[config.mk]
export PLATFORM = sky130hd
export DESIGN_NAME = echo_multitap
export DESIGN_NICKNAME = d
export VERILOG_FILES = /design/src/rtl/echo_multitap.sv
export SDC_FILE = /design/constraint.sdc
export NUM_CORES = 1
export LEC_CHECK = 0
export BUFFER_PORTS_ARGS = -buffer_cell sky130_fd_sc_hd__buf_2
export CAP_MARGIN = 0
export CORE_MARGIN = 8
export CORE_UTILIZATION = 47
export DETAILED_ROUTE_END_ITERATION = 7
export MAX_ROUTING_LAYER = met4
export PLACE_DENSITY = 0.77
export SYNTH_ARGS = -nofsm -noshare
export SYNTH_HDL_FRONTEND = slang
export SYNTH_SLANG_ARGS = --single-unit
[constraint.sdc]
create_clock -name clk -period 10.09 [get_ports clk]
set_input_delay 0.5045 -clock clk [delete_from_list [all_inputs] [get_ports clk]]
set_output_delay 0.5045 -clock clk [all_outputs]
set_load 0.02 [all_outputs]
[src/rtl/echo_multitap.sv]
// echo_multitap: multi-tap echo built on a shared delay line in smart_ram.
// Each operation reads up to TAPS delayed samples, sums them after arithmetic
// right-shift attenuation, adds the dry input, saturates, and optionally
// writes dry or wet back to the delay line at wr_ptr.
//
// Ports:
//   clk, rst              clock, asynchronous active-low reset
//   cs, my_turn           block select, start of a sample operation
//   should_save, feedback store this sample; store wet (1) or dry (0)
//   data_in, data_out     signed input sample, processed output sample
//   tap_delay, tap_shift  per-tap delay (slice k) and shift amount (slice k)
//   done                  one-cycle pulse when data_out is valid
//   sram_*                smart_ram request/response handshake
module echo_multitap #(
    parameter int unsigned DATA_WIDTH = 16,
    parameter int unsigned ADDR_WIDTH = 12,
    parameter int unsigned TAPS       = 4,
    parameter int unsigned OFFSET     = 0
) (
    input  logic                         clk,
    input  logic                         rst,
    input  logic                         cs,
    input  logic                         my_turn,
    input  logic                         should_save,
    input  logic                         feedback,
    input  logic signed [DATA_WIDTH-1:0] data_in,
    input  logic [TAPS*ADDR_WIDTH-1:0]   tap_delay,
    input  logic [TAPS*4-1:0]            tap_shift,
    output logic signed [DATA_WIDTH-1:0] data_out,
    output logic                         done,
    output logic                         sram_rd,
    output logic                         sram_wr,
    output logic [ADDR_WIDTH-1:0]        sram_offset,
    output logic signed [DATA_WIDTH-1:0] sram_data_out,
    input  logic signed [DATA_WIDTH-1:0] sram_data_in,
    input  logic                         sram_read_finish,
    input  logic                         sram_write_finish
);

    localparam int unsigned AccW = DATA_WIDTH + 4;
    localparam int unsigned IdxW = (TAPS > 1) ? $clog2(TAPS) : 1;
    localparam logic [ADDR_WIDTH-1:0] OffsetA = ADDR_WIDTH'(OFFSET);
    localparam logic signed [DATA_WIDTH-1:0] DataMax = {1'b0, {(DATA_WIDTH-1){1'b1}}};
    localparam logic signed [DATA_WIDTH-1:0] DataMin = {1'b1, {(DATA_WIDTH-1){1'b0}}};
    localparam logic signed [AccW:0] WetMax = {{6{1'b0}}, {(DATA_WIDTH-1){1'b1}}};
    localparam logic signed [AccW:0] WetMin = {{6{1'b1}}, {(DATA_WIDTH-1){1'b0}}};

    typedef enum logic [2:0] {StIdle, StRead, StAcc, StSat, StWrite, StDone} state_e;

    state_e                       state_q;
    logic [IdxW-1:0]              tap_idx_q;
    logic signed [AccW-1:0]       acc_q;
    logic signed [DATA_WIDTH-1:0] din_q;
    logic signed [DATA_WIDTH-1:0] rd_data_q;
    logic                         save_q;
    logic                         fb_q;
    logic [ADDR_WIDTH-1:0]        wr_ptr_q;
    logic signed [DATA_WIDTH-1:0] data_out_q;
    logic signed [DATA_WIDTH-1:0] sram_data_out_q;
    logic                         done_q;
    logic                         sram_rd_q;
    logic                         sram_wr_q;
    logic [ADDR_WIDTH-1:0]        sram_offset_q;

    logic [ADDR_WIDTH-1:0]        first_delay;
    logic [ADDR_WIDTH-1:0]        nxt_delay;
    logic [3:0]                   cur_shift;
    logic                         last_tap;
    logic signed [DATA_WIDTH-1:0] shifted;
    logic signed [AccW-1:0]       acc_add;
    logic signed [AccW:0]         wet_full;
    logic signed [DATA_WIDTH-1:0] wet;

    // Tap selection and datapath arithmetic.
    always_comb begin
        first_delay = tap_delay[ADDR_WIDTH-1:0];
        nxt_delay   = '0;
        cur_shift   = '0;
        for (int k = 0; k < int'(TAPS); k++) begin
            if (IdxW'(k) == tap_idx_q) begin
                cur_shift = tap_shift[k*4 +: 4];
            end
            // Delay of the tap after the current one, used when advancing.
            if (k > 0 && IdxW'(k - 1) == tap_idx_q) begin
                nxt_delay = tap_delay[k*ADDR_WIDTH +: ADDR_WIDTH];
            end
        end
        last_tap = (tap_idx_q == IdxW'(TAPS - 1));
        shifted  = rd_data_q >>> cur_shift;
        acc_add  = {{4{shifted[DATA_WIDTH-1]}}, shifted};
        wet_full = {{5{din_q[DATA_WIDTH-1]}}, din_q} + {acc_q[AccW-1], acc_q};
        if (wet_full > WetMax) begin
            wet = DataMax;
        end else if (wet_full < WetMin) begin
            wet = DataMin;
        end else begin
            wet = wet_full[DATA_WIDTH-1:0];
        end
    end

    always_ff @(posedge clk or negedge rst) begin
        if (!rst) begin
            state_q         <= StIdle;
            tap_idx_q       <= '0;
            acc_q           <= '0;
            din_q           <= '0;
            rd_data_q       <= '0;
            save_q          <= 1'b0;
            fb_q            <= 1'b0;
            wr_ptr_q        <= '0;
            data_out_q      <= '0;
            sram_data_out_q <= '0;
            done_q          <= 1'b0;
            sram_rd_q       <= 1'b0;
            sram_wr_q       <= 1'b0;
            sram_offset_q   <= '0;
        end else begin
            done_q <= 1'b0;
            if (state_q != StIdle && !cs) begin
                // Deselect aborts silently: no request, no done, pointers kept.
                state_q   <= StIdle;
                sram_rd_q <= 1'b0;
                sram_wr_q <= 1'b0;
            end else begin
                case (state_q)
                    StIdle: begin
                        if (cs && my_turn) begin
                            din_q         <= data_in;
                            save_q        <= should_save;
                            fb_q          <= feedback;
                            tap_idx_q     <= '0;
                            acc_q         <= '0;
                            sram_rd_q     <= (first_delay != '0);
                            sram_offset_q <= wr_ptr_q - first_delay + OffsetA;
                            state_q       <= StRead;
                        end
                    end
                    StRead: begin
                        if (!sram_rd_q) begin
                            // Zero-delay tap: no read, contributes nothing.
                            if (last_tap) begin
                                state_q <= StSat;
                            end else begin
                                tap_idx_q     <= tap_idx_q + IdxW'(1);
                                sram_rd_q     <= (nxt_delay != '0);
                                sram_offset_q <= wr_ptr_q - nxt_delay + OffsetA;
                            end
                        end else if (sram_read_finish) begin
                            sram_rd_q <= 1'b0;
                            rd_data_q <= sram_data_in;
                            state_q   <= StAcc;
                        end
                    end
                    StAcc: begin
                        acc_q <= acc_q + acc_add;
                        if (last_tap) begin
                            state_q <= StSat;
                        end else begin
                            tap_idx_q     <= tap_idx_q + IdxW'(1);
                            sram_rd_q     <= (nxt_delay != '0);
                            sram_offset_q <= wr_ptr_q - nxt_delay + OffsetA;
                            state_q       <= StRead;
                        end
                    end
                    StSat: begin
                        data_out_q <= wet;
                        if (save_q) begin
                            sram_wr_q       <= 1'b1;
                            sram_offset_q   <= wr_ptr_q + OffsetA;
                            sram_data_out_q <= fb_q ? wet : din_q;
                            state_q         <= StWrite;
                        end else begin
                            done_q  <= 1'b1;
                            state_q <= StDone;
                        end
                    end
                    StWrite: begin
                        if (sram_write_finish) begin
                            sram_wr_q <= 1'b0;
                            wr_ptr_q  <= wr_ptr_q + ADDR_WIDTH'(1);
                            done_q    <= 1'b1;
                            state_q   <= StDone;
                        end
                    end
                    StDone: begin
                        state_q <= StIdle;
                    end
                    default: begin
                        state_q   <= StIdle;
                        sram_rd_q <= 1'b0;
                        sram_wr_q <= 1'b0;
                    end
                endcase
            end
        end
    end

    assign data_out      = data_out_q;
    assign done          = done_q;
    assign sram_rd       = sram_rd_q;
    assign sram_wr       = sram_wr_q;
    assign sram_offset   = sram_offset_q;
    assign sram_data_out = sram_data_out_q;

endmodule

Word-level counts from Yosys, hierarchy flattened:

Cells that the tools add are included.

* add/subtract/negate cells: 6
* multipliers: 0
* div/mod/pow operators: 0
* magnitude comparators: 2
* equal/unequal tests: 20
* shift-type cells: 1
* muxes and demuxes: 45
* bitwise logic cells: 1
* reductions and logical operators: 24

Operators with widths (number)
* $mux 12: 7
* $mux 16: 3
* $pmux 12 s4: 1
* $pmux 20 s2: 1
* $reduce_bool 12->1: 2
* $sub 12x12->12: 2
* $add 16x20->21: 1
* $gt 21x16->1 const B: 1
* $lt 21x16->1 const B: 1
* $add 20x16->20: 1
* $mux 20: 1
* $mux 3: 6
* $reduce_and 3->1: 6
* $mux 4: 4
* $sshr 16x4->16: 1
* $pmux 3 s5: 1
* $mux 1: 13
* $add 12x1->12 const B: 1
* $ne 3x3->1 const B: 4
* $reduce_and 4->1: 3
* $mux 2: 4
* $ne 4x4->1 const B: 2
* $eq 3x2->1 const B: 2
* $eq 3x3->1 const B: 2
* other kinds (23): 29

* register bits after elaboration: 118
* latch bits: 0
* memory bits (writable): 0
* ROM bits: 0
* output and inout port bits: 47
* word-level logic and storage cells: 113
* memories: 0

Logic depth before layout (Yosys ltp):

* word-level depth: 9
* mapped depth: 24
* gate-level depth less buffers: 22

Worst setup path before layout:

No wires, ideal clock.

* kind: register -> register
* start: register tap_idx_q[0]
* end: register acc_q[18]
* setup time: 121 ps
* arrival time: 4399 ps
* data required time: 9969 ps
* setup slack: 5570 ps
* stages on the path, launching flop included: 23
* period minus slack after synthesis: 4520 ps
* path through: dfrtp_1 inv_1 ha_1 clkbuf_1 a221oi_1 nor3_1 a21oi_2 buf_2 mux2i_1 a21oi_1 mux2i_1 mux2i_1 ha_1 inv_1 fa_1 o21ai_0 a31oi_1 o221ai_1 o31ai_1 o2111ai_1 o31ai_1 xnor2_1 a22o_1

* word-level cells in the longest chain between the ends: 8
* elaborated cells between the ends (all ways): 11

Ends and longest elaborated chain
* from (decl): line 51 `logic [IdxW-1:0] tap_idx_q;`
* from (signal assigned): line 144 `tap_idx_q <= tap_idx_q + IdxW'(1);`
* from (signal assigned): line 159 `tap_idx_q <= tap_idx_q + IdxW'(1);`
* $logic_not 2->1: line 80 `if (IdxW'(k) == tap_idx_q) begin`
* $mux 4 (3 in series): line 80
* $mux 4 (*): line 80
* $sshr 16x4->16 (*): line 89 `shifted = rd_data_q >>> cur_shift;`
* $add 20x16->20 (*): line 155 `acc_q <= acc_q + acc_add;`
* $pmux 20 s2 (*): line 125 `case (state_q)`
* to (signal assigned): line 155
* to (decl): line 52 `logic signed [AccW-1:0] acc_q;`

Mark *: on every way between the ends. The rest lies on a longest branch, timed or not.
A chain may end at the register's enable or synchronous reset.

Worst setup path after layout:

* start: register tap_idx_q[1]
* end: register acc_q[18]

Same word-level chain as after synthesis.

==> run summary <==
• 4 — H-tree levels
• 1,096 — syn nets
• 4200 ps — R2R setup slack
• 68 — distinct cell type count of the synthesized netlist
• 420 ps — insertion delay of the later-clocked pin in the worst-skew pair
• 0 ps — final setup TNS
• primary input to async pin — hold crit path type
• 0.652 — combinational power share
• 118 — clock tree sinks
• 0 — antenna violations before repair
• 0.199 — overall routing resource usage
• sky130_fd_sc_hd__buf_2 — most common library cell in the layout ignoring fill and taps
• 17 — total clock buffers created by CTS
• 16,800 um — dpl hpwl
• 0.243 — fraction of layout cells with a size suffix above 1
• 60 ps — clock-pin slew reported for the worst setup and hold paths after clock tree synthesis
• 22,800 um^2 — overall die area
• 1,578 — Filler Cells Inserted
• done — CTS tree
• 0 — Synth warnings
• inv_1 > ha_1 > nor2b_1 > a221oi_1 > nor3_1 > a21oi_2 > mux2i_1 > mux2i_1 > mux4_2 > ha_1 > a21oi_1 > o21ai_0 > a31oi_1 > o221ai_1 > o31ai_1 > o2111ai_1 > o31ai_1 > xnor2_1 > a22o_1 — Cell Chain, Critical Path
• sky130_fd_sc_hd__dfrtp_1 — most used flip-flop cell after synthesis
• 17,900 um^2 — standard cell core area
• 0.345 — share of the synthesized area in the top cell type
• 2.15 mW — Internal
• 8570 um^2 — post-synthesis instance area
• 149 x sky130_fd_sc_hd__buf_2, 118 x sky130_fd_sc_hd__dfrtp_1, 95 x sky130_fd_sc_hd__a21oi_1 — commonest cells after routing, fill and taps aside
• 0 — count of max-cap constraint violations
• 5 — first-pass detailed-route iteration total
• sky130_fd_sc_hd__a21oi_2 — slowest cell on the critical path
• 0 — detailed-route DRC error count
• flop to flop — Setup CP Type
• compound AO/OA/AOI/OAI gates — dominant combinational cell family by area after synthesis
• 750 ps — delay of the slowest cell on the worst path
• 7.41 ps — largest clock skew in the final design
• 0 — hold buffer count at CTS
• 118 — #FFs+latches synth
• compound AO/OA/AOI/OAI gates — CP delay by family, top
• 0.147 — share of power burned in the clock network
• 0.474 — switching part of the total power
• sky130_fd_sc_hd__clkbuf_16 — root buffer cell
• 5890 ps — time the worst path needs with I/O delays and setup
• 0.124 — share of synthesized area spent on multiplexers
• 4.85 nW — reported leakage power
• 7,083 — vias in the first global route
• no — RSZ-0062 raised after global routing
• 16.7 um — post-detailed-route wirelength per cell
• 17.5% — area overhead of the layout relative to synthesis
• 1 — Buf+Inv Stages, Crit Path
• 19 — number of cells on the worst reg-to-reg path
• 151 um — die width
• 24 — critical-path maximum fanout
• 0 — endpoints failing hold
• 932 — cells after synthesis
• 0.345 — portion of the post-synthesis area used by sequential elements
• 0.926 — last weighted congestion value of the routability-driven placer
• 1.00 — Async S/R FF share, synth
• 2 — number of buffers on the longest clock path
• 463 — DR iter-0 viols
• 0 — total inserted antenna cells
• 0.134 — share of synthesized cell area in and, or, nand and nor gates
• sky130_fd_sc_hd__dfrtp_1 34%, sky130_fd_sc_hd__ha_1 8.3%, sky130_fd_sc_hd__mux2i_1 7.0% — cell types occupying the most area after synthesis
• 35,600 um — wire length of the first global-routing pass
• 0.584 — share of the clock period used by the worst path
• 151 um — overall die height
• 0 — max-slew violation count
• 0.202 — proportion of power drawn by flip-flops and latches
• 7,400 — total number of vias
• 0 — buffers inserted during post-CTS setup optimization
• 406 nW/um^2 — power per cell area
• 49 — row count
• 9.19 um^2 — synthesized area divided by synthesized cell count
• 10,390 ps — data required time at the worst endpoint
• 6190 ps — arrival time at the worst endpoint
• 5.68 — via density per instance
• 0.0903 — arithmetic-cell share of the synthesized area counting full adders, half adders and majority gates
• 0.215 — complex-gate fraction of the synthesized area
• 0.204 mV — worst ir drop on vdd
• 0.479 — Starting Density
• 0.194 — Max-Slew Margin vs Limit
• 21,800 um — routed wire length
• 1,225 — count of nets after finishing
• 0.170 GHz — Max Fclk
• 0 — final setup fails
• 151 — Ports
• 4.09 mW — Final Total Pwr
• flop — startpoint types
• 0 — post-CTS sizing
• 0 — count of nets left with antenna violations after detail routing
• 0 — remaining global-route overflow
• 150 — number of I/O port buffers
• complete, no violations — outcome
• flop — CP Capture Type
• sky130_fd_sc_hd__dfrtp_1 — biggest area consumer among synthesized cells
• acc_q[18]$_DFFE_PN0P_ — FF-to-FF End
• 1200 ps — transition at the pin with the smallest max-transition slack
• tap_idx_q[1]$_DFFE_PN0P_ — launch point of the worst reg-to-reg path
• 0.0561 — xor/xnor share of the synthesized area
• 1.94 mW — switching power
• 62 — maximum number of pins on one net before global-route repair
• 0 — number of enable-type register cells in the synthesized netlist
cell families after synthesis:
logic type | count (synthesis)
xor+xnor | 54
buf+inv | 75
flops | 118
compound gates | 287
simple gates | 238
mux | 100
fa+ha+maj | 60
sequential cells by signal (all words and copies together) (netlist names):
| register | cells |
|---|---|
| acc_q | 20 |
| data_out | 16 |
| din_q | 16 |
| done | 1 |
| fb_q | 1 |
| rd_data_q | 16 |
| save_q | 1 |
| sram_data_out | 16 |
| sram_offset | 12 |
| sram_rd | 1 |
| sram_wr | 1 |
| state_q | 3 |
| tap_idx_q | 2 |
| wr_ptr_q | 12 |
worst max path at each step:
stage / start / endpoint / slack [ps] / depth (start not counted)
global route: tap_idx_q[1]$_DFFE_PN0P_ / acc_q[18]$_DFFE_PN0P_ / 3740 / 19
finish: tap_idx_q[1]$_DFFE_PN0P_ / acc_q[18]$_DFFE_PN0P_ / 4200 / 19
global placement: tap_idx_q[1]$_DFFE_PN0P_ / acc_q[18]$_DFFE_PN0P_ / 4430 / 19
floorplan: tap_idx_q[0]$_DFFE_PN0P_ / acc_q[18]$_DFFE_PN0P_ / 5570 / 22
CTS: tap_idx_q[1]$_DFFE_PN0P_ / acc_q[18]$_DFFE_PN0P_ / 4170 / 19
detailed placement: tap_idx_q[1]$_DFFE_PN0P_ / acc_q[18]$_DFFE_PN0P_ / 4180 / 19
power by group through the flow:
| stage | clock network [mW] | logic [mW] | registers (mW) |
|---|---|---|---|
| after global placement | 0 | 2.58 | 0.826 |
| after global routing | 0.634 | 2.95 | 0.853 |
| final | 0.600 | 2.66 | 0.824 |
| after detailed placement | 0 | 2.63 | 0.830 |
| after floorplan | 0 | 2.05 | 0.861 |
| after CTS | 0.609 | 2.66 | 0.823 |
Yosys cell counts (13+ instances only):
| cell | n |
|---|---|
| sky130_fd_sc_hd__a22o_1 | 18 |
| sky130_fd_sc_hd__nand2_1 | 80 |
| sky130_fd_sc_hd__dfrtp_1 | 118 |
| sky130_fd_sc_hd__inv_1 | 30 |
| sky130_fd_sc_hd__a21oi_2 | 14 |
| sky130_fd_sc_hd__clkbuf_1 | 33 |
| sky130_fd_sc_hd__xnor2_1 | 42 |
| sky130_fd_sc_hd__o21ai_1 | 19 |
| sky130_fd_sc_hd__o21ai_0 | 56 |
| sky130_fd_sc_hd__nor2_1 | 56 |
| sky130_fd_sc_hd__mux2_2 | 39 |
| sky130_fd_sc_hd__a21oi_1 | 96 |
| sky130_fd_sc_hd__mux2i_1 | 60 |
| sky130_fd_sc_hd__a21o_1 | 15 |
| sky130_fd_sc_hd__ha_1 | 57 |
| sky130_fd_sc_hd__nor3b_1 | 13 |
| sky130_fd_sc_hd__nor2b_1 | 15 |
| sky130_fd_sc_hd__nand3_1 | 18 |
area by class of cell:
cell class | instances | area (um^2) | share of cell area
Sequential cell | 118 | 2950 | 0.293
Clock inverter | 14 | 153 | 0.0152
Inverter | 30 | 113 | 0.0112
Tap cell | 229 | 287 | 0.0285
Clock buffer | 18 | 439 | 0.0436
Timing Repair Buffer | 155 | 791 | 0.0786
Multi-Input combinational cell | 739 | 5330 | 0.530
through the flow:
stage	std cells	cell area (um^2)	hold slack, ps	util	setup slack, ps
after floorplan	932	8570	209	-	5570
after global placement	1271	9470	456	0.529	4430
after detailed placement	1271	9470	467	0.529	4180
after CTS	1303	10100	203	0.562	4170
after global routing	1303	10100	238	0.562	3740
final	1303	10100	172	0.562	4200
routing by layer:
layer	vias to the layer above	part of all wire	global-route usage	wire [um]
met5	-	0	-	0
met4	0	0.0084	0.0460	184
met3	15	0.060	0.0412	1300
met2	237	0.44	0.295	9680
met1	3477	0.49	0.274	10700
li1	3671	-	-	-
(Power assumes the default switching activity.)
